**config.mk**
```make
export PLATFORM = sky130hd
export DESIGN_NAME = uart_core_param
export DESIGN_NICKNAME = d
export VERILOG_FILES = /design/src/rtl/uart_core_param.sv
export SDC_FILE = /design/constraint.sdc
export NUM_CORES = 1
export LEC_CHECK = 0
export BUFFER_PORTS_ARGS = -buffer_cell sky130_fd_sc_hd__buf_2
export CAP_MARGIN = 15
export CORE_MARGIN = 2
export CORE_UTILIZATION = 40
export DETAILED_ROUTE_END_ITERATION = 16
export PLACE_DENSITY = 0.61
export SLEW_MARGIN = 20
export SYNTH_ARGS = -nofsm -noshare
export SYNTH_HDL_FRONTEND = slang
export SYNTH_SLANG_ARGS = --single-unit
```
**constraint.sdc**
```tcl
create_clock -name clk -period 2.4 [get_ports clk]
set_clock_uncertainty 0.05 [all_clocks]
set_input_delay 0.36 -clock clk [delete_from_list [all_inputs] [get_ports clk]]
set_output_delay 0.36 -clock clk [all_outputs]
set_load 0.03 [all_outputs]
```
**src/rtl/uart_core_param.sv**
```systemverilog
// uart_core_param: parametrised full-duplex UART core.
//   Configurable data width (5..9), parity (none/odd/even) and stop bits (1/2).
//   The transmitter and receiver share one 16x-oversampling tick generator.
//   The receiver takes a majority vote of ticks 7, 8 and 9 of every bit.
// Ports:
//   clk, rst         system clock; asynchronous active-high reset
//   tx_data/valid    word to send, accepted when tx_valid && tx_ready
//   tx_ready         transmitter idle
//   txd              serial out, idle high
//   rxd              serial in, asynchronous to clk
//   rx_data/valid    last received word; rx_valid cleared by rx_ready
//   rx_frame_err     stop bit sampled low (qualified by rx_valid)
//   rx_parity_err    parity mismatch (qualified by rx_valid)
//   rx_overrun       1-cycle pulse when an unconsumed word is overwritten
module uart_core_param #(
  parameter int CLK_FREQ  = 50000000,
  parameter int BAUD_RATE = 115200,
  parameter int DATA_BITS = 8,
  parameter int PARITY    = 0,
  parameter int STOP_BITS = 1
) (
  input  logic                 clk,
  input  logic                 rst,
  input  logic [DATA_BITS-1:0] tx_data,
  input  logic                 tx_valid,
  output logic                 tx_ready,
  output logic                 txd,
  input  logic                 rxd,
  output logic [DATA_BITS-1:0] rx_data,
  output logic                 rx_valid,
  input  logic                 rx_ready,
  output logic                 rx_frame_err,
  output logic                 rx_parity_err,
  output logic                 rx_overrun
);
  localparam int DIV = CLK_FREQ / (BAUD_RATE * 16);
  localparam int CW  = (DIV > 1) ? $clog2(DIV) : 1;
  localparam int BW  = $clog2(DATA_BITS + 1);

  if (DIV < 2) begin : g_div_err
    $error("uart_core_param: CLK_FREQ/(BAUD_RATE*16) must be >= 2");
  end
  if (DATA_BITS < 5 || DATA_BITS > 9) begin : g_dbits_err
    $error("uart_core_param: DATA_BITS must be 5..9");
  end
  if (PARITY < 0 || PARITY > 2) begin : g_par_err
    $error("uart_core_param: PARITY must be 0, 1 or 2");
  end
  if (STOP_BITS < 1 || STOP_BITS > 2) begin : g_stop_err
    $error("uart_core_param: STOP_BITS must be 1 or 2");
  end

  // ---------------- tick generator ----------------
  logic [CW-1:0] div_cnt;
  logic          tick16;

  assign tick16 = (div_cnt == CW'(DIV - 1));

  always_ff @(posedge clk or posedge rst) begin
    if (rst)         div_cnt <= '0;
    else if (tick16) div_cnt <= '0;
    else             div_cnt <= div_cnt + CW'(1);
  end

  // ---------------- transmitter ----------------
  // T_ARM holds an accepted word until the next tick16 so that every bit,
  // including the start bit, is exactly 16 tick periods long.
  typedef enum logic [2:0] {T_IDLE, T_ARM, T_START, T_DATA, T_PAR, T_STOP} tx_state_t;
  tx_state_t            t_state, t_state_n;
  logic [3:0]           t_tick;
  logic [BW-1:0]        t_bidx;
  logic [DATA_BITS-1:0] t_sh;
  logic                 t_par;
  logic                 t_bit_end;

  assign t_bit_end = tick16 && (t_tick == 4'd15);
  assign tx_ready  = (t_state == T_IDLE);

  always_comb begin
    t_state_n = t_state;
    txd       = 1'b1;
    case (t_state)
      T_IDLE:  if (tx_valid) t_state_n = T_ARM;
      T_ARM:   if (tick16) t_state_n = T_START;
      T_START: begin
        txd = 1'b0;
        if (t_bit_end) t_state_n = T_DATA;
      end
      T_DATA: begin
        txd = t_sh[0];
        if (t_bit_end && t_bidx == BW'(DATA_BITS - 1))
          t_state_n = (PARITY != 0) ? T_PAR : T_STOP;
      end
      T_PAR: begin
        txd = t_par;
        if (t_bit_end) t_state_n = T_STOP;
      end
      T_STOP:  if (t_bit_end && t_bidx == BW'(STOP_BITS - 1)) t_state_n = T_IDLE;
      default: t_state_n = T_IDLE;
    endcase
  end

  always_ff @(posedge clk or posedge rst) begin
    if (rst) begin
      t_state <= T_IDLE;
      t_tick  <= '0;
      t_bidx  <= '0;
      t_sh    <= '0;
      t_par   <= 1'b0;
    end else begin
      t_state <= t_state_n;
      if (t_state == T_IDLE && tx_valid) begin
        t_sh  <= tx_data;
        t_par <= (^tx_data) ^ (PARITY == 1);
      end
      if (t_state == T_ARM) begin
        t_tick <= '0;
        t_bidx <= '0;
      end else if (tick16) begin
        t_tick <= t_tick + 4'd1;
        if (t_tick == 4'd15) begin
          if (t_state == T_DATA) begin
            t_sh   <= t_sh >> 1;
            // wrap to 0 so the same index counts stop bits afterwards
            t_bidx <= (t_bidx == BW'(DATA_BITS - 1)) ? '0 : t_bidx + BW'(1);
          end else if (t_state == T_STOP) begin
            t_bidx <= t_bidx + BW'(1);
          end
        end
      end
    end
  end

  // ---------------- receiver ----------------
  logic [1:0] sync;
  logic       rxs;

  always_ff @(posedge clk or posedge rst) begin
    if (rst) sync <= 2'b11;
    else     sync <= {sync[0], rxd};
  end
  assign rxs = sync[1];

  typedef enum logic [2:0] {R_IDLE, R_START, R_DATA, R_PAR, R_STOP, R_WAIT} rx_state_t;
  rx_state_t            r_state, r_state_n;
  logic [3:0]           r_tick;
  logic [BW-1:0]        r_bidx;
  logic [DATA_BITS-1:0] r_sh;
  logic [1:0]           r_smp;   // samples from ticks 7 and 8
  logic                 r_par;
  logic                 r_mid, r_bit_end, vote, deliver;

  assign r_mid     = tick16 && (r_tick == 4'd9);
  assign r_bit_end = tick16 && (r_tick == 4'd15);
  // third vote is the live sample at tick 9
  assign vote = (r_smp[1] & r_smp[0]) | (r_smp[1] & rxs) | (r_smp[0] & rxs);

  always_comb begin
    r_state_n = r_state;
    deliver   = 1'b0;
    case (r_state)
      R_IDLE:  if (tick16 && !rxs) r_state_n = R_START;
      R_START: begin
        if (r_mid && vote)  r_state_n = R_IDLE;   // glitch, not a start bit
        else if (r_bit_end) r_state_n = R_DATA;
      end
      R_DATA: begin
        if (r_bit_end && r_bidx == BW'(DATA_BITS - 1))
          r_state_n = (PARITY != 0) ? R_PAR : R_STOP;
      end
      R_PAR:   if (r_bit_end) r_state_n = R_STOP;
      R_STOP: begin
        if (r_mid) begin
          deliver   = 1'b1;
          // a low stop bit may be a break; wait for the line to recover
          r_state_n = vote ? R_IDLE : R_WAIT;
        end
      end
      R_WAIT:  if (tick16 && rxs) r_state_n = R_IDLE;
      default: r_state_n = R_IDLE;
    endcase
  end

  always_ff @(posedge clk or posedge rst) begin
    if (rst) begin
      r_state       <= R_IDLE;
      r_tick        <= '0;
      r_bidx        <= '0;
      r_sh          <= '0;
      r_smp         <= 2'b11;
      r_par         <= 1'b0;
      rx_data       <= '0;
      rx_valid      <= 1'b0;
      rx_frame_err  <= 1'b0;
      rx_parity_err <= 1'b0;
      rx_overrun    <= 1'b0;
    end else begin
      r_state    <= r_state_n;
      rx_overrun <= 1'b0;
      // tick count is 0 on the tick that detected the start edge
      if (r_state == R_IDLE) r_tick <= '0;
      else if (tick16)       r_tick <= r_tick + 4'd1;
      if (r_state == R_IDLE)                    r_bidx <= '0;
      else if (r_state == R_DATA && r_bit_end)  r_bidx <= r_bidx + BW'(1);
      if (tick16 && (r_tick == 4'd7 || r_tick == 4'd8)) r_smp <= {r_smp[0], rxs};
      if (r_mid && r_state == R_DATA) r_sh  <= {vote, r_sh[DATA_BITS-1:1]};
      if (r_mid && r_state == R_PAR)  r_par <= vote;
      if (deliver) begin
        rx_data       <= r_sh;
        rx_valid      <= 1'b1;
        rx_frame_err  <= ~vote;
        rx_parity_err <= (PARITY != 0) && (r_par != ((^r_sh) ^ (PARITY == 1)));
        // a same-cycle rx_ready consumes the old word, so no overrun then
        rx_overrun    <= rx_valid && !rx_ready;
      end else if (rx_valid && rx_ready) begin
        rx_valid <= 1'b0;
      end
    end
  end

endmodule

```
# After elaboration in Yosys (flattened, before gate mapping)
# Cells that the tools add are included.
# word_totals
in_bits	13
wordCells	128
output_inout_bits	14
ff_bits	59
# op_classes
n_reduce_logical	31
n_mux	40
n_eq_ne	30
bitwise_logic	6
addsub	5
# ops
operator	count
$mux 4	12
$mux 3	14
$mux 8	5
$pmux 3 s6	2
$ne 2x2->1 const B	11
$add 4x1->4 const B	4
$eq 4x4->1 const B	4
$logic_and 1x1->1	15
$eq 3x2->1 const B	4
$eq 3x3->1 const B	4
$eq 4x3->1 const B	3
$reduce_and 6->1	2
$reduce_bool 2->1	5
$reduce_xor 8->1	1
$eq 3x1->1 const B	2
$logic_not 3->1	2
$add 5x1->5 const B	1
$eq 5x5->1 const B	1
$mux 1	5
$mux 5	1
$logic_not 4->1	1
$and 1x1->1	3
$ne 3x3->1 const B	1
$pmux 1 s3	1
6 further kinds	8

# Longest topological paths before layout
# Gate-level depths: netlist of the first run.
# depth
word_depth	7
depth_mapped	9
depth_no_buf	7

# Worst setup path after synthesis of the first run
# No wires, ideal clock.
# synth_timing
path_type	register -> register
startpoint	register t_state[1]
endpoint	register t_sh[0]
synth_period_minus_slack_ps	2160
required_time_ps	2224
slack_ps	240
stages_incl_launch_ff	7
setup_time_ps	126
path_buffers	2
t_arrival_ps	1984
path_cell_list	dfrtp_1 > clkbuf_1 > nor3_1 > and2_1 > buf_2 > mux2i_1 > a21oi_1
# synth_between
elab_chain_len	7
elab_cells_between_ends	9
classes_between	eq/ne (2); mux (5); reduce/logical (2)
# synth_lines
item	line_no	rtl
start: declaration	69	tx_state_t t_state, t_state_n;
start signal: assignment	111	t_state <= t_state_n;
$logic_not 3->1 (*)	n/a	
via tx_ready	26	output logic tx_ready,
$logic_and 1x1->1 (*)	112	if (t_state == T_IDLE && tx_valid) begin
$mux 8 (*)	112	
$mux 8	122	if (t_state == T_DATA) begin
$mux 8	121	if (t_tick == 4'd15) begin
$mux 8	119	end else if (tick16) begin
$mux 8 (*)	116	if (t_state == T_ARM) begin
end signal: assignment	113	t_sh <= tx_data;
end signal: assignment	123	t_sh <= t_sh >> 1;
end: declaration	72	logic [DATA_BITS-1:0] t_sh;
# The timed path passes the listed nets; every way through them passes the cells marked *.
# A chain may end at the register's enable or synchronous reset.

# Worst setup path after layout of the first run
# layout_timing
startpoint	register div_cnt[0]
endpoint	register t_sh[2]
# layout_between
elab_chain_len	3
# layout_lines
item	line_no	rtl
start: declaration	54	logic [CW-1:0] div_cnt;
start signal: assignment	62	else div_cnt <= div_cnt + CW'(1);
$eq 5x5->1	57	assign tick16 = (div_cnt == CW'(DIV - 1));
$mux 8	119	
$mux 8	116	
# No other way between the ends.

==> impl_metrics.xml, run 1 <==
<?xml version="1.0" encoding="UTF-8"?>
<metrics>
  <group name="status">
    <metric name="run_status" unit="">complete, no violations</metric>
  </group>
  <group name="critical_path">
    <metric name="worstPathBufferInverterCount" unit="">1</metric>
    <metric name="worst_ep_arrival_time" unit="ns">2.21</metric>
    <metric name="worstSetupStartpoint" unit="">div_cnt[0]</metric>
    <metric name="timing.critical_path.required" unit="ns">2.55</metric>
    <metric name="path_depth" unit="">7</metric>
    <metric name="path_cells" unit="">inv_1 -&gt; ha_1 -&gt; nand4b_1 -&gt; nor2_2 -&gt; nand3_1 -&gt; nor2_1 -&gt; a21oi_1</metric>
    <metric name="cp_top_family" unit="">simple AND/OR/NAND/NOR gates</metric>
    <metric name="cp_max_fo" unit="">14</metric>
    <metric name="timing.rr.start" unit="">div_cnt[0]</metric>
    <metric name="r2r.worst_path.cells" unit="">7</metric>
    <metric name="timing.critical_path.to_type" unit="">flip-flop</metric>
    <metric name="cpMaxStageDelayCell" unit="">sky130_fd_sc_hd__dfrtp_1</metric>
    <metric name="rrSetupSlack" unit="ns">0.33</metric>
    <metric name="r2r-end" unit="">t_sh[2]</metric>
    <metric name="launching_element_type_of_the_critical_path" unit="">flip-flop</metric>
    <metric name="worst_path_largest_cell_delay" unit="ns">0.40</metric>
    <metric name="worst-setup-path-type" unit="">reg2reg</metric>
    <metric name="timing.critical_path.to" unit="">t_sh[2]</metric>
  </group>
  <group name="logic_synthesis">
    <metric name="post_synth_main_area_contributors" unit="">sky130_fd_sc_hd__dfrtp_1, sky130_fd_sc_hd__mux2_2, sky130_fd_sc_hd__nor2_1</metric>
    <metric name="postSynthAreaPerCell" unit="um^2">10.7</metric>
    <metric name="yosysTopAreaCellShare" unit="%">46.5</metric>
    <metric name="synth_seq_area_share" unit="%">50.0</metric>
    <metric name="library_cells_used_by_synthesis" unit="">48</metric>
    <metric name="synth_fp_nets" unit="">299</metric>
    <metric name="ys_ff_latch" unit="">59</metric>
    <metric name="ys_top_cells_by_count" unit="">sky130_fd_sc_hd__dfrtp_1, sky130_fd_sc_hd__nor2_1, sky130_fd_sc_hd__nand2_1</metric>
    <metric name="synthFlopType" unit="">sky130_fd_sc_hd__dfrtp_1</metric>
    <metric name="synth-async-reset-ratio" unit="%">100</metric>
    <metric name="yosys_top_cell_by_area" unit="">sky130_fd_sc_hd__dfrtp_1</metric>
    <metric name="ys_warn_count" unit="">0</metric>
    <metric name="synth-edff-count" unit="">0</metric>
    <metric name="synthesized_netlist_cell_count" unit="">277</metric>
    <metric name="netlist_area" unit="um^2">2960</metric>
    <metric name="synth.most_common_cell" unit="">sky130_fd_sc_hd__dfrtp_1</metric>
  </group>
  <group name="placement">
    <metric name="gpl.final_weighted_congestion" unit="">0.856</metric>
    <metric name="io_buffer_count" unit="">25</metric>
    <metric name="detailedPlacementHpwl" unit="um">3530</metric>
    <metric name="detailedPlace.worstSlack" unit="ns">0.342</metric>
  </group>
  <group name="timing">
    <metric name="final-setup-viol-count" unit="">0</metric>
    <metric name="max_clock_freq" unit="GHz">0.484</metric>
    <metric name="maxSlewViolCount" unit="">0</metric>
    <metric name="post-route-worst-setup-slack" unit="ns">0.334</metric>
    <metric name="tns" unit="ns">0</metric>
    <metric name="rsz_0062_raised_after_global_routing" unit="">false</metric>
    <metric name="timing.max_slew.rel_slack" unit="%">63.7</metric>
    <metric name="finalWorstPathRequiredPeriod" unit="ns">2.07</metric>
    <metric name="worstMarginPinSlew" unit="ns">0.544</metric>
    <metric name="report.final.hold_viol_count" unit="">0</metric>
    <metric name="timing.final.crit_share" unit="%">86.1</metric>
  </group>
  <group name="pwr">
    <metric name="cellPowerDensity" unit="nW/um^2">668</metric>
    <metric name="power.ir.vdd_worst" unit="uV">355</metric>
    <metric name="leakagePower" unit="nW">1.56</metric>
  </group>
  <group name="floorplanning">
    <metric name="io_pins" unit="">27</metric>
    <metric name="initial_core_util" unit="%">41.0</metric>
    <metric name="die_height" unit="um">90.0</metric>
    <metric name="dieArea" unit="um^2">8110</metric>
    <metric name="fp.coreArea" unit="um^2">7210</metric>
    <metric name="chipWidth" unit="um">90.0</metric>
    <metric name="std_cell_rows" unit="">31</metric>
  </group>
  <group name="drt">
    <metric name="drt-vias-per-instance" unit="">4.99</metric>
    <metric name="drt_pass1_iterations" unit="">4</metric>
    <metric name="routed_wirelength" unit="um">5090</metric>
    <metric name="drc" unit="">0</metric>
    <metric name="drt-initial-drc-count" unit="">93</metric>
    <metric name="dr_total_vias" unit="">2046</metric>
    <metric name="antenna_violating_nets_post_route" unit="">0</metric>
    <metric name="route.detailed.wl_per_inst" unit="um">12.4</metric>
  </group>
  <group name="layout">
    <metric name="layout.nets" unit="">328</metric>
    <metric name="antenna_cells_inserted" unit="">0</metric>
    <metric name="final_layout_size_suffix_gt1_share" unit="%">24.8</metric>
    <metric name="fillerInstances" unit="">696</metric>
    <metric name="postLayoutCoreUtil" unit="%">47.5</metric>
    <metric name="area_growth_from_synthesis_to_layout" unit="%">15.7</metric>
  </group>
  <group name="global_routing">
    <metric name="grt.total_usage" unit="%">13.9</metric>
    <metric name="grt_remaining_overflow" unit="">0</metric>
    <metric name="grt_pass1_vias" unit="">1939</metric>
    <metric name="wire_length_of_the_first_global_routing_pass" unit="um">9170</metric>
    <metric name="antenna_violations_before_repair" unit="">0</metric>
    <metric name="grt_start_max_net_pins" unit="">27</metric>
  </group>
  <group name="cts">
    <metric name="clock_sinks" unit="">59</metric>
    <metric name="clock_tree.root_cell" unit="">sky130_fd_sc_hd__clkbuf_8</metric>
    <metric name="cts_resized" unit="">0</metric>
    <metric name="worst_skew_pair.late_latency" unit="ns">0.34</metric>
    <metric name="maximum_number_of_buffers_from_clock_root_to_sink" unit="">2</metric>
    <metric name="postCtsSetupBuffers" unit="">0</metric>
    <metric name="clock_tree_from_tritoncts" unit="">yes</metric>
    <metric name="clk_transition_reported_paths" unit="ns">0.07</metric>
    <metric name="number_of_hold_repair_buffers_added_at_the_cts_stage" unit="">0</metric>
    <metric name="cts_buffers" unit="">9</metric>
    <metric name="clock_tree.htree_level_count" unit="">3</metric>
  </group>
  <group name="min_path">
    <metric name="worst_hold_path_type" unit="">in2async</metric>
  </group>
  <group name="job">
    <metric name="max_cap_violations" unit="">0</metric>
  </group>
</metrics>
==> worst min path at each step <==
| stage | startpoint | end | slack [ns] |
|---|---|---|---|
| 2_1_floorplan | sync[0] | sync[1] | 0.30 |
| 3_3_place_gp | sync[0] | sync[1] | 0.30 |
| 3_5_place_dp | sync[0] | sync[1] | 0.30 |
| 4_1_cts | rst | t_state[2] | 0.03 |
| 5_1_grt | rst | r_state[0] | 0.06 |
| 6_report | rst | t_sh[1] | 0.01 |
==> metrics by stage <==
| stage | power (mW) | instance area (um^2) | hold WS, ns | cells |
|---|---|---|---|---|
| after floorplan | 1.14 | 2960 | 0.295 | 277 |
| after global placement | 1.19 | 3180 | 0.296 | 394 |
| after detailed placement | 1.19 | 3180 | 0.301 | 394 |
| after CTS | 2.32 | 3420 | 0.0273 | 410 |
| after global routing | 2.38 | 3420 | 0.0581 | 410 |
| final | 2.29 | 3420 | 0.00957 | 410 |
==> final cells by class <==
class | instances | area, um^2 | area share, %
Sequential cell | 59 | 1480 | 43.3
Multi-Input combinational cell | 196 | 1370 | 40.0
Inverter | 10 | 37.5 | 1.10
Clock inverter | 7 | 124 | 3.62
Timing Repair Buffer | 30 | 163 | 4.75
Clock buffer | 9 | 124 | 3.62
Tap cell | 99 | 124 | 3.62
==> routing by layer <==
metal / global-route usage [%] / share of wire (%) / up-vias
met5: 0 / 0 / -
met4: 7.56 / 2.3 / 0
met3: 3.52 / 4.2 / 10
met2: 19.4 / 43 / 42
met1: 19.9 / 50 / 988
li1: - / - / 1006
==> cells by family (layout without fill, tap and decap cells) <==
family	after synthesis	after routing	synth area share (%)
AND/OR/NAND/NOR	92	92	15.8
flip-flops	59	59	50.0
AO/OA/AOI/OAI	46	46	9.55
multiplexers	28	28	11.0
buffers and inverters	22	56	3.63
XOR/XNOR	18	18	5.33
adder cells (fa/ha/maj)	11	11	4.48
other	1	1	0.127
==> worst reg2reg max path: cells and delay by family (launching register included) <==
| family | cells | cell delay, ns |
|---|---|---|
| adders and majority gates | 1 | 0.17 |
| and+or+nand+nor | 4 | 1.19 |
| buffers and inverters | 1 | 0.07 |
| AOI/OAI and AO/OA | 1 | 0.06 |
| DFF | 1 | 0.40 |
==> power by group <==
| group | leakage [nW] | internal [mW] | total (mW) | switching, mW |
|---|---|---|---|---|
| registers | 0.749 | 1.00 | 1.02 | 0.0182 |
| clock network | 0.120 | 0.696 | 1.12 | 0.421 |
| logic | 0.690 | 0.0639 | 0.147 | 0.0834 |
==> cell usage in the layout, fill, tap and decap left out, drive strengths merged, types with 4 or more instances in the layout <==
master	Yosys	routed
buf	8	30
xor2	8	8
nor2b	7	7
nor2	34	34
nor3	5	5
o21ai	13	13
inv	10	11
nand3	8	8
o211ai	4	4
a21oi	16	16
mux2i	9	9
dfrtp	55	55
clkbuf	4	9
dfstp	4	4
xnor2	10	10
nand2	25	25
mux2	19	19
ha	9	9
==> registers in the layout (all words and copies together) (netlist names), 2 cells and up <==
signal / count
r_sh: 8
rx_data: 8
t_sh: 8
div_cnt: 5
r_bidx: 4
r_tick: 4
t_bidx: 4
t_tick: 4
r_state: 3
t_state: 3
r_smp: 2
sync: 2
Power figures use the tool's default switching activity.
==> run 2: changes to the inputs <==
- ABC_AREA: unset -> 1
==> run 2 against run 1 <==
  * Critical path type is now reg2out
  * Cell count grew 23%
  * Fmax is 4.9% higher
  * Critical path depth fell by 1
  * Worst hold slack improved by 0.023 ns
  * Global-route usage increased by 0.79 points
  * Design area grew 2.6%
  * Non-clock buffer count down 4
  * Routed wire length grew 8.5%
  * Sequential power grew 24%
  * Synthesized cell count increased by 31%
  * Highest routed layer unchanged
  * Setup slack better by 0.096 ns
==> impl_metrics.xml, run 2 <==
<?xml version="1.0" encoding="UTF-8"?>
<metrics>
  <group name="layout">
    <metric name="layout_commonest_cell" unit="">sky130_fd_sc_hd__nand2_1</metric>
    <metric name="sequential_cell_area" unit="um^2">1480</metric>
    <metric name="final-instance-count-excl-fill" unit="">503</metric>
    <metric name="reg.largest.list" unit="">r_sh: 8 flops, rx_data: 8 flops, t_sh: 8 flops</metric>
    <metric name="multi_input_comb_area" unit="um^2">1390</metric>
    <metric name="area_growth_from_synthesis_to_layout" unit="%">13.8</metric>
    <metric name="final_layout_size_suffix_gt1_share" unit="%">21.9</metric>
    <metric name="layout.nets" unit="">418</metric>
    <metric name="postLayoutCoreUtil" unit="%">46.2</metric>
    <metric name="antenna_cells_inserted" unit="">0</metric>
    <metric name="fillerInstances" unit="">766</metric>
    <metric name="most_frequent_cells_in_the_layout" unit="">sky130_fd_sc_hd__nand2_1, sky130_fd_sc_hd__dfrtp_1, sky130_fd_sc_hd__inv_1</metric>
  </group>
  <group name="pwr">
    <metric name="p_total" unit="mW">3.12</metric>
    <metric name="power.ir.vdd_worst" unit="uV">727</metric>
    <metric name="leakagePower" unit="nW">1.73</metric>
    <metric name="cellPowerDensity" unit="nW/um^2">889</metric>
  </group>
  <group name="job">
    <metric name="max_cap_violations" unit="">0</metric>
  </group>
  <group name="critical_path">
    <metric name="cpMostUsedCell" unit="">sky130_fd_sc_hd__nand2_1</metric>
    <metric name="r2r.worst_path.cells" unit="">9</metric>
    <metric name="timing.critical_path.required" unit="ns">1.99</metric>
    <metric name="timing.critical_path.to_type" unit="">output pin</metric>
    <metric name="launching_element_type_of_the_critical_path" unit="">flip-flop</metric>
    <metric name="worstPathBufferInverterCount" unit="">2</metric>
    <metric name="worst-setup-path-type" unit="">reg2out</metric>
    <metric name="rrSetupSlack" unit="ns">0.56</metric>
    <metric name="path_cells" unit="">nor2_2 -&gt; nand2_1 -&gt; inv_2 -&gt; nand2_1 -&gt; o211ai_1 -&gt; buf_2</metric>
    <metric name="path_depth" unit="">6</metric>
    <metric name="cp_top_family" unit="">flip-flops</metric>
    <metric name="r2r-end" unit="">r_sh[0]</metric>
    <metric name="timing.rr.start" unit="">div_cnt[0]</metric>
    <metric name="worst_path_largest_cell_delay" unit="ns">0.45</metric>
    <metric name="cp_max_fo" unit="">6</metric>
    <metric name="cpMaxStageDelayCell" unit="">sky130_fd_sc_hd__dfrtp_1</metric>
    <metric name="worst_ep_arrival_time" unit="ns">1.56</metric>
  </group>
  <group name="drt">
    <metric name="drt-vias-per-instance" unit="">4.81</metric>
    <metric name="drc" unit="">0</metric>
    <metric name="antenna_violating_nets_post_route" unit="">0</metric>
    <metric name="drt_pass1_iterations" unit="">4</metric>
    <metric name="drt-initial-drc-count" unit="">79</metric>
    <metric name="routed_wirelength" unit="um">5530</metric>
    <metric name="route.detailed.wl_per_inst" unit="um">11.0</metric>
    <metric name="dr_total_vias" unit="">2420</metric>
  </group>
  <group name="global_routing">
    <metric name="grt_start_max_net_pins" unit="">33</metric>
    <metric name="grt_remaining_overflow" unit="">0</metric>
    <metric name="grt_pass1_vias" unit="">2337</metric>
    <metric name="grt.total_usage" unit="%">14.7</metric>
    <metric name="antenna_violations_before_repair" unit="">0</metric>
    <metric name="wire_length_of_the_first_global_routing_pass" unit="um">10100</metric>
  </group>
  <group name="cts">
    <metric name="worst_skew_pair.late_latency" unit="ns">0.34</metric>
    <metric name="postCtsSetupBuffers" unit="">0</metric>
    <metric name="cts_buffers" unit="">9</metric>
    <metric name="clock_tree.htree_level_count" unit="">3</metric>
    <metric name="clock_tree.root_cell" unit="">sky130_fd_sc_hd__clkbuf_8</metric>
    <metric name="clock_tree_from_tritoncts" unit="">yes</metric>
    <metric name="clock_sinks" unit="">59</metric>
    <metric name="clk_transition_reported_paths" unit="ns">0.08</metric>
    <metric name="maximum_number_of_buffers_from_clock_root_to_sink" unit="">2</metric>
    <metric name="cts_resized" unit="">0</metric>
    <metric name="number_of_hold_repair_buffers_added_at_the_cts_stage" unit="">0</metric>
  </group>
  <group name="logic_synthesis">
    <metric name="ys_warn_count" unit="">0</metric>
    <metric name="synth-edff-count" unit="">0</metric>
    <metric name="synth_seq_area_share" unit="%">48.0</metric>
    <metric name="synth-async-reset-ratio" unit="%">100</metric>
    <metric name="netlist_area" unit="um^2">3090</metric>
    <metric name="synth.most_common_cell" unit="">sky130_fd_sc_hd__nand2_1</metric>
    <metric name="synthesized_netlist_cell_count" unit="">364</metric>
    <metric name="yosysTopAreaCellShare" unit="%">44.6</metric>
    <metric name="ys_ff_latch" unit="">59</metric>
    <metric name="post_synth_main_area_contributors" unit="">sky130_fd_sc_hd__dfrtp_1, sky130_fd_sc_hd__nand2_1, sky130_fd_sc_hd__inv_1</metric>
    <metric name="synthFlopType" unit="">sky130_fd_sc_hd__dfrtp_1</metric>
    <metric name="postSynthAreaPerCell" unit="um^2">8.48</metric>
    <metric name="yosys_top_cell_by_area" unit="">sky130_fd_sc_hd__dfrtp_1</metric>
    <metric name="library_cells_used_by_synthesis" unit="">34</metric>
    <metric name="ys_top_cells_by_count" unit="">sky130_fd_sc_hd__nand2_1, sky130_fd_sc_hd__dfrtp_1, sky130_fd_sc_hd__inv_1</metric>
    <metric name="synth_fp_nets" unit="">386</metric>
  </group>
  <group name="floorplanning">
    <metric name="chipWidth" unit="um">91.8</metric>
    <metric name="die_height" unit="um">91.8</metric>
    <metric name="dieArea" unit="um^2">8440</metric>
    <metric name="fp.coreArea" unit="um^2">7610</metric>
    <metric name="initial_core_util" unit="%">40.6</metric>
    <metric name="io_pins" unit="">27</metric>
    <metric name="std_cell_rows" unit="">32</metric>
  </group>
  <group name="timing">
    <metric name="rsz_0062_raised_after_global_routing" unit="">false</metric>
    <metric name="final-setup-viol-count" unit="">0</metric>
    <metric name="max_clock_freq" unit="GHz">0.508</metric>
    <metric name="worst_hold_slack" unit="ns">0.0321</metric>
    <metric name="report.final.hold_viol_count" unit="">0</metric>
    <metric name="maxSlewViolCount" unit="">0</metric>
    <metric name="timing.final.crit_share" unit="%">82.1</metric>
    <metric name="worstMarginPinSlew" unit="ns">0.600</metric>
    <metric name="timing.max_slew.rel_slack" unit="%">59.9</metric>
    <metric name="finalWorstPathRequiredPeriod" unit="ns">1.97</metric>
    <metric name="tns" unit="ns">0</metric>
  </group>
  <group name="placement">
    <metric name="detailedPlacementHpwl" unit="um">3930</metric>
    <metric name="io_buffer_count" unit="">25</metric>
    <metric name="gpl.final_weighted_congestion" unit="">0.786</metric>
    <metric name="place.detailed.instances" unit="">487</metric>
  </group>
  <group name="status">
    <metric name="run_status" unit="">complete, no violations</metric>
  </group>
  <group name="min_path">
    <metric name="worst_hold_path_type" unit="">in2async</metric>
  </group>
</metrics>
-- run 2: cell types whose count changed in the layout (fill, tap and decap cells not counted), sizes merged, moves of 7 or more --
cell / change
nor2b: -7
nand4: +7
nand3: +15
nand2: +78
inv: +36
o21ai: +23
a21oi: -8
mux2i: -9
mux2: -18
-- run 2: where the power goes --
group,switching [mW],internal [mW]
clock network,0.412,0.475
registers,0.110,1.15
logic,0.648,0.331
-- run 2: kinds of logic after synthesis --
logic type	count (synthesis)	synth area share, %
simple gates	178	26.4
compound gates	55	11.9
mux	1	0.365
other cells	1	0.121
xor+xnor	9	2.55
buf+inv	52	7.01
flops	59	48.0
fa+ha+maj	9	3.65
-- run 2: area by class of cell --
type                       count  area share (%)
sequential                    59            42.2
multi-input combinational    253            39.5
inverter                      47            5.02
timing repair buffer          26            4.13
tap                          102            3.63
clock buffer                   9            3.53
clock inverter                 7            1.96
-- run 2: per-layer routing --
layer  vias to the layer above  track usage (%)  share of wire (%)
li1                       1236                -                  -
met1                      1130             17.6                 46
met2                        45             25.4                 48
met3                         9             4.93                4.3
met4                         0             4.10                1.3
met5                         -                0                  0
-- run 2: metrics by stage --
step | worst slack, ns | instance area [um^2]
CTS | 0.420 | 3510
detailed placement | 0.554 | 3320
global placement | 0.614 | 3320
finish | 0.431 | 3510
global route | 0.316 | 3510
floorplan | 0.540 | 3090
-- run 2: worst reg2reg max path, cell delays in order, from the launching register on --
cell,delay (ns)
sky130_fd_sc_hd__dfrtp_1,0.40
sky130_fd_sc_hd__inv_1,0.07
sky130_fd_sc_hd__ha_1,0.15
sky130_fd_sc_hd__nand2_2,0.10
sky130_fd_sc_hd__nor2_8,0.30
sky130_fd_sc_hd__nand2_2,0.12
sky130_fd_sc_hd__inv_2,0.11
sky130_fd_sc_hd__nand2_2,0.22
sky130_fd_sc_hd__nand2_1,0.14
sky130_fd_sc_hd__o21ai_2,0.06
-- run 2: how the worst max path moves through the flow --
stage	start	endpoint	slack, ns
3_5_place_dp	div_cnt[0]	r_sh[2]	0.55
5_1_grt	t_state[2]	txd	0.32
6_report	t_state[2]	txd	0.43
2_1_floorplan	rst	div_cnt[0]	0.54
3_3_place_gp	div_cnt[0]	r_sh[1]	0.61
4_1_cts	t_state[2]	txd	0.42
==> run 3: changes to the inputs <==
- clock period: 2.4 -> 2 ns (I/O delays scaled with it)
==> run 3 against run 2 <==
  * Global-route usage grew 0.068 points
  * Clock-buffer cell count is 5 higher
  * Largest cell class unchanged
  * Sequential cell count unchanged
  * Power up 18%
  * Critical path type unchanged
  * Routed wire length is 0.61% lower
  * Non-clock buffer count increased by 6
  * Critical path depth unchanged
  * First-iteration DRC count grew 22%
==> impl_metrics.xml, run 3 (synthesis results as in run 2) <==
<?xml version="1.0" encoding="UTF-8"?>
<metrics>
  <group name="placement">
    <metric name="detailedPlace.worstSlack" unit="ns">0.206</metric>
    <metric name="post_dp_cell_area" unit="um^2">3330</metric>
    <metric name="gpl.final_weighted_congestion" unit="">0.783</metric>
    <metric name="place.detailed.instances" unit="">490</metric>
    <metric name="detailedPlacementHpwl" unit="um">3950</metric>
    <metric name="io_buffer_count" unit="">25</metric>
  </group>
  <group name="cts">
    <metric name="worst_skew_pair.late_latency" unit="ns">0.34</metric>
    <metric name="clock_tree.htree_level_count" unit="">3</metric>
    <metric name="clock_tree.root_cell" unit="">sky130_fd_sc_hd__clkbuf_8</metric>
    <metric name="clock_tree_from_tritoncts" unit="">yes</metric>
    <metric name="maximum_number_of_buffers_from_clock_root_to_sink" unit="">2</metric>
    <metric name="clock_sinks" unit="">59</metric>
    <metric name="cts_buffers" unit="">9</metric>
    <metric name="clk_transition_reported_paths" unit="ns">0.07</metric>
  </group>
  <group name="pwr">
    <metric name="power.sequential.fraction" unit="%">40.7</metric>
    <metric name="p_sw" unit="mW">1.36</metric>
    <metric name="internal_power" unit="mW">2.34</metric>
    <metric name="share_clk_of_total_power" unit="%">27.0</metric>
    <metric name="p_total" unit="mW">3.70</metric>
    <metric name="swShare" unit="%">36.7</metric>
    <metric name="combPwrFrac" unit="%">32.3</metric>
    <metric name="power.ir.vdd_worst" unit="uV">858</metric>
    <metric name="leakagePower" unit="nW">1.76</metric>
    <metric name="cellPowerDensity" unit="nW/um^2">1040</metric>
  </group>
  <group name="floorplanning">
    <metric name="std_cell_rows" unit="">32</metric>
    <metric name="die_height" unit="um">91.8</metric>
    <metric name="initial_core_util" unit="%">40.6</metric>
    <metric name="dieArea" unit="um^2">8440</metric>
    <metric name="io_pins" unit="">27</metric>
    <metric name="chipWidth" unit="um">91.8</metric>
    <metric name="fp.coreArea" unit="um^2">7610</metric>
  </group>
  <group name="drt">
    <metric name="dr_total_vias" unit="">2438</metric>
    <metric name="met2RoutedLength" unit="um">2670</metric>
    <metric name="met3_wirelength" unit="um">243</metric>
    <metric name="drt_pass1_iterations" unit="">4</metric>
    <metric name="route.detailed.wl_per_inst" unit="um">10.8</metric>
    <metric name="antenna_violating_nets_post_route" unit="">0</metric>
    <metric name="drt-initial-drc-count" unit="">96</metric>
    <metric name="maxUsedRoutingLayer" unit="">met4</metric>
    <metric name="drt-vias-per-instance" unit="">4.79</metric>
    <metric name="met1_routed_wirelength_after_detailed_routing" unit="um">2500</metric>
    <metric name="routed_wirelength" unit="um">5500</metric>
    <metric name="drc" unit="">0</metric>
  </group>
  <group name="global_routing">
    <metric name="antenna_violations_before_repair" unit="">0</metric>
    <metric name="grt_remaining_overflow" unit="">0</metric>
    <metric name="wire_length_of_the_first_global_routing_pass" unit="um">10000</metric>
    <metric name="grt_pass1_vias" unit="">2346</metric>
    <metric name="grt_start_max_net_pins" unit="">34</metric>
    <metric name="grt.total_usage" unit="%">14.8</metric>
  </group>
  <group name="timing">
    <metric name="final-setup-viol-count" unit="">0</metric>
    <metric name="timing.final.crit_share" unit="%">93.7</metric>
    <metric name="max_clock_freq" unit="GHz">0.534</metric>
    <metric name="rsz_0062_raised_after_global_routing" unit="">false</metric>
    <metric name="maxSlewViolCount" unit="">0</metric>
    <metric name="report.final.hold_viol_count" unit="">0</metric>
    <metric name="finalWorstPathRequiredPeriod" unit="ns">1.87</metric>
    <metric name="post-route-worst-setup-slack" unit="ns">0.126</metric>
    <metric name="tns" unit="ns">0</metric>
    <metric name="worst_hold_slack" unit="ns">0.0880</metric>
  </group>
  <group name="critical_path">
    <metric name="timing.critical_path.to_type" unit="">output pin</metric>
    <metric name="timing.critical_path.required" unit="ns">1.65</metric>
    <metric name="worst_path_largest_cell_delay" unit="ns">0.44</metric>
    <metric name="cp_max_fo" unit="">6</metric>
    <metric name="launching_element_type_of_the_critical_path" unit="">flip-flop</metric>
    <metric name="cpMostUsedCell" unit="">sky130_fd_sc_hd__nand2_1</metric>
    <metric name="cpMaxStageDelayCell" unit="">sky130_fd_sc_hd__dfrtp_1</metric>
    <metric name="cp_top_family" unit="">flip-flops</metric>
    <metric name="path_cells" unit="">nor2_2 -&gt; nand2_1 -&gt; inv_2 -&gt; nand2_1 -&gt; o211ai_1 -&gt; buf_4</metric>
    <metric name="worstPathBufferInverterCount" unit="">2</metric>
    <metric name="worst_ep_arrival_time" unit="ns">1.52</metric>
    <metric name="worst-setup-path-type" unit="">reg2out</metric>
  </group>
  <group name="layout">
    <metric name="postLayoutCoreUtil" unit="%">46.6</metric>
    <metric name="most_frequent_cells_in_the_layout" unit="">sky130_fd_sc_hd__nand2_1, sky130_fd_sc_hd__dfrtp_1, sky130_fd_sc_hd__inv_1</metric>
    <metric name="final_layout_size_suffix_gt1_share" unit="%">22.1</metric>
    <metric name="final-instance-count-excl-fill" unit="">509</metric>
    <metric name="layout.nets" unit="">424</metric>
    <metric name="antenna_cells_inserted" unit="">0</metric>
    <metric name="reg.largest.list" unit="">r_sh: 8 flops, rx_data: 8 flops, t_sh: 8 flops</metric>
    <metric name="final_design_area_no_fill" unit="um^2">3540</metric>
    <metric name="area_growth_from_synthesis_to_layout" unit="%">14.8</metric>
    <metric name="layout_commonest_cell" unit="">sky130_fd_sc_hd__nand2_1</metric>
  </group>
  <group name="status">
    <metric name="run_status" unit="">complete, no violations</metric>
  </group>
  <group name="job">
    <metric name="max_cap_violations" unit="">0</metric>
  </group>
  <group name="min_path">
    <metric name="worst_hold_path_type" unit="">in2reg</metric>
  </group>
</metrics>
## run 3: what timing repair did
action / CTS / global route
endpoints found under the hold margin: 26 / 0
hold buffers: 2 / 0
setup endpoints to repair: 0 / 1
gates resized for setup: 0 / 1
buffers inserted: 0 / 1
## run 3: area by class of cell
class	count	area [um^2]
multi-input cells	253	1390
repair buffers	32	185
clock buffers	14	173
flip-flops and latches	59	1480
clock inverters	2	10.0
fillers	783	4070
well taps	102	128
inverters	47	176
## run 3: power by group through the flow
stage / clock (mW) / combinational [mW] / sequential (mW)
5_1_grt: 1.08 / 1.38 / 1.53
3_3_place_gp: 0 / 1.16 / 1.52
6_report: 0.996 / 1.19 / 1.51
4_1_cts: 1.04 / 1.19 / 1.50
3_5_place_dp: 0 / 1.18 / 1.52
2_1_floorplan: 0 / 0.957 / 1.49
## run 3: worst register-to-register path, cell delays in order (launching register included)
cell and delay [ns]:
sky130_fd_sc_hd__dfrtp_1 0.40, sky130_fd_sc_hd__inv_1 0.07, sky130_fd_sc_hd__ha_1 0.16, sky130_fd_sc_hd__nand2_2 0.10, sky130_fd_sc_hd__nor2_8 0.24, sky130_fd_sc_hd__nand2_2 0.11
sky130_fd_sc_hd__inv_2 0.10, sky130_fd_sc_hd__nand2_2 0.22, sky130_fd_sc_hd__nand2_1 0.17, sky130_fd_sc_hd__o21ai_2 0.06
## run 3: worst paths after layout
| path | slack, ns | to | from | cells after the start |
|---|---|---|---|---|
| max | 0.13 | txd | t_state[2] | 6 |
| min | 0.09 | rx_overrun | rx_ready | 2 |
| max reg2reg | 0.22 | r_sh[4] | div_cnt[0] | 9 |
| min reg2reg | 0.31 | sync[1] | sync[0] | 0 |
| max in group asynchronous | 1.01 | r_smp[1] | rst | 4 |
| min in group asynchronous | 0.52 | t_tick[1] | rst | 4 |
## run 3: per-layer routing
| metal | up-vias | GRT usage, % |
|---|---|---|
| li1 | 1251 | - |
| met1 | 1142 | 18.0 |
| met2 | 37 | 24.0 |
| met3 | 8 | 5.83 |
| met4 | 0 | 5.22 |
| met5 | - | 0 |
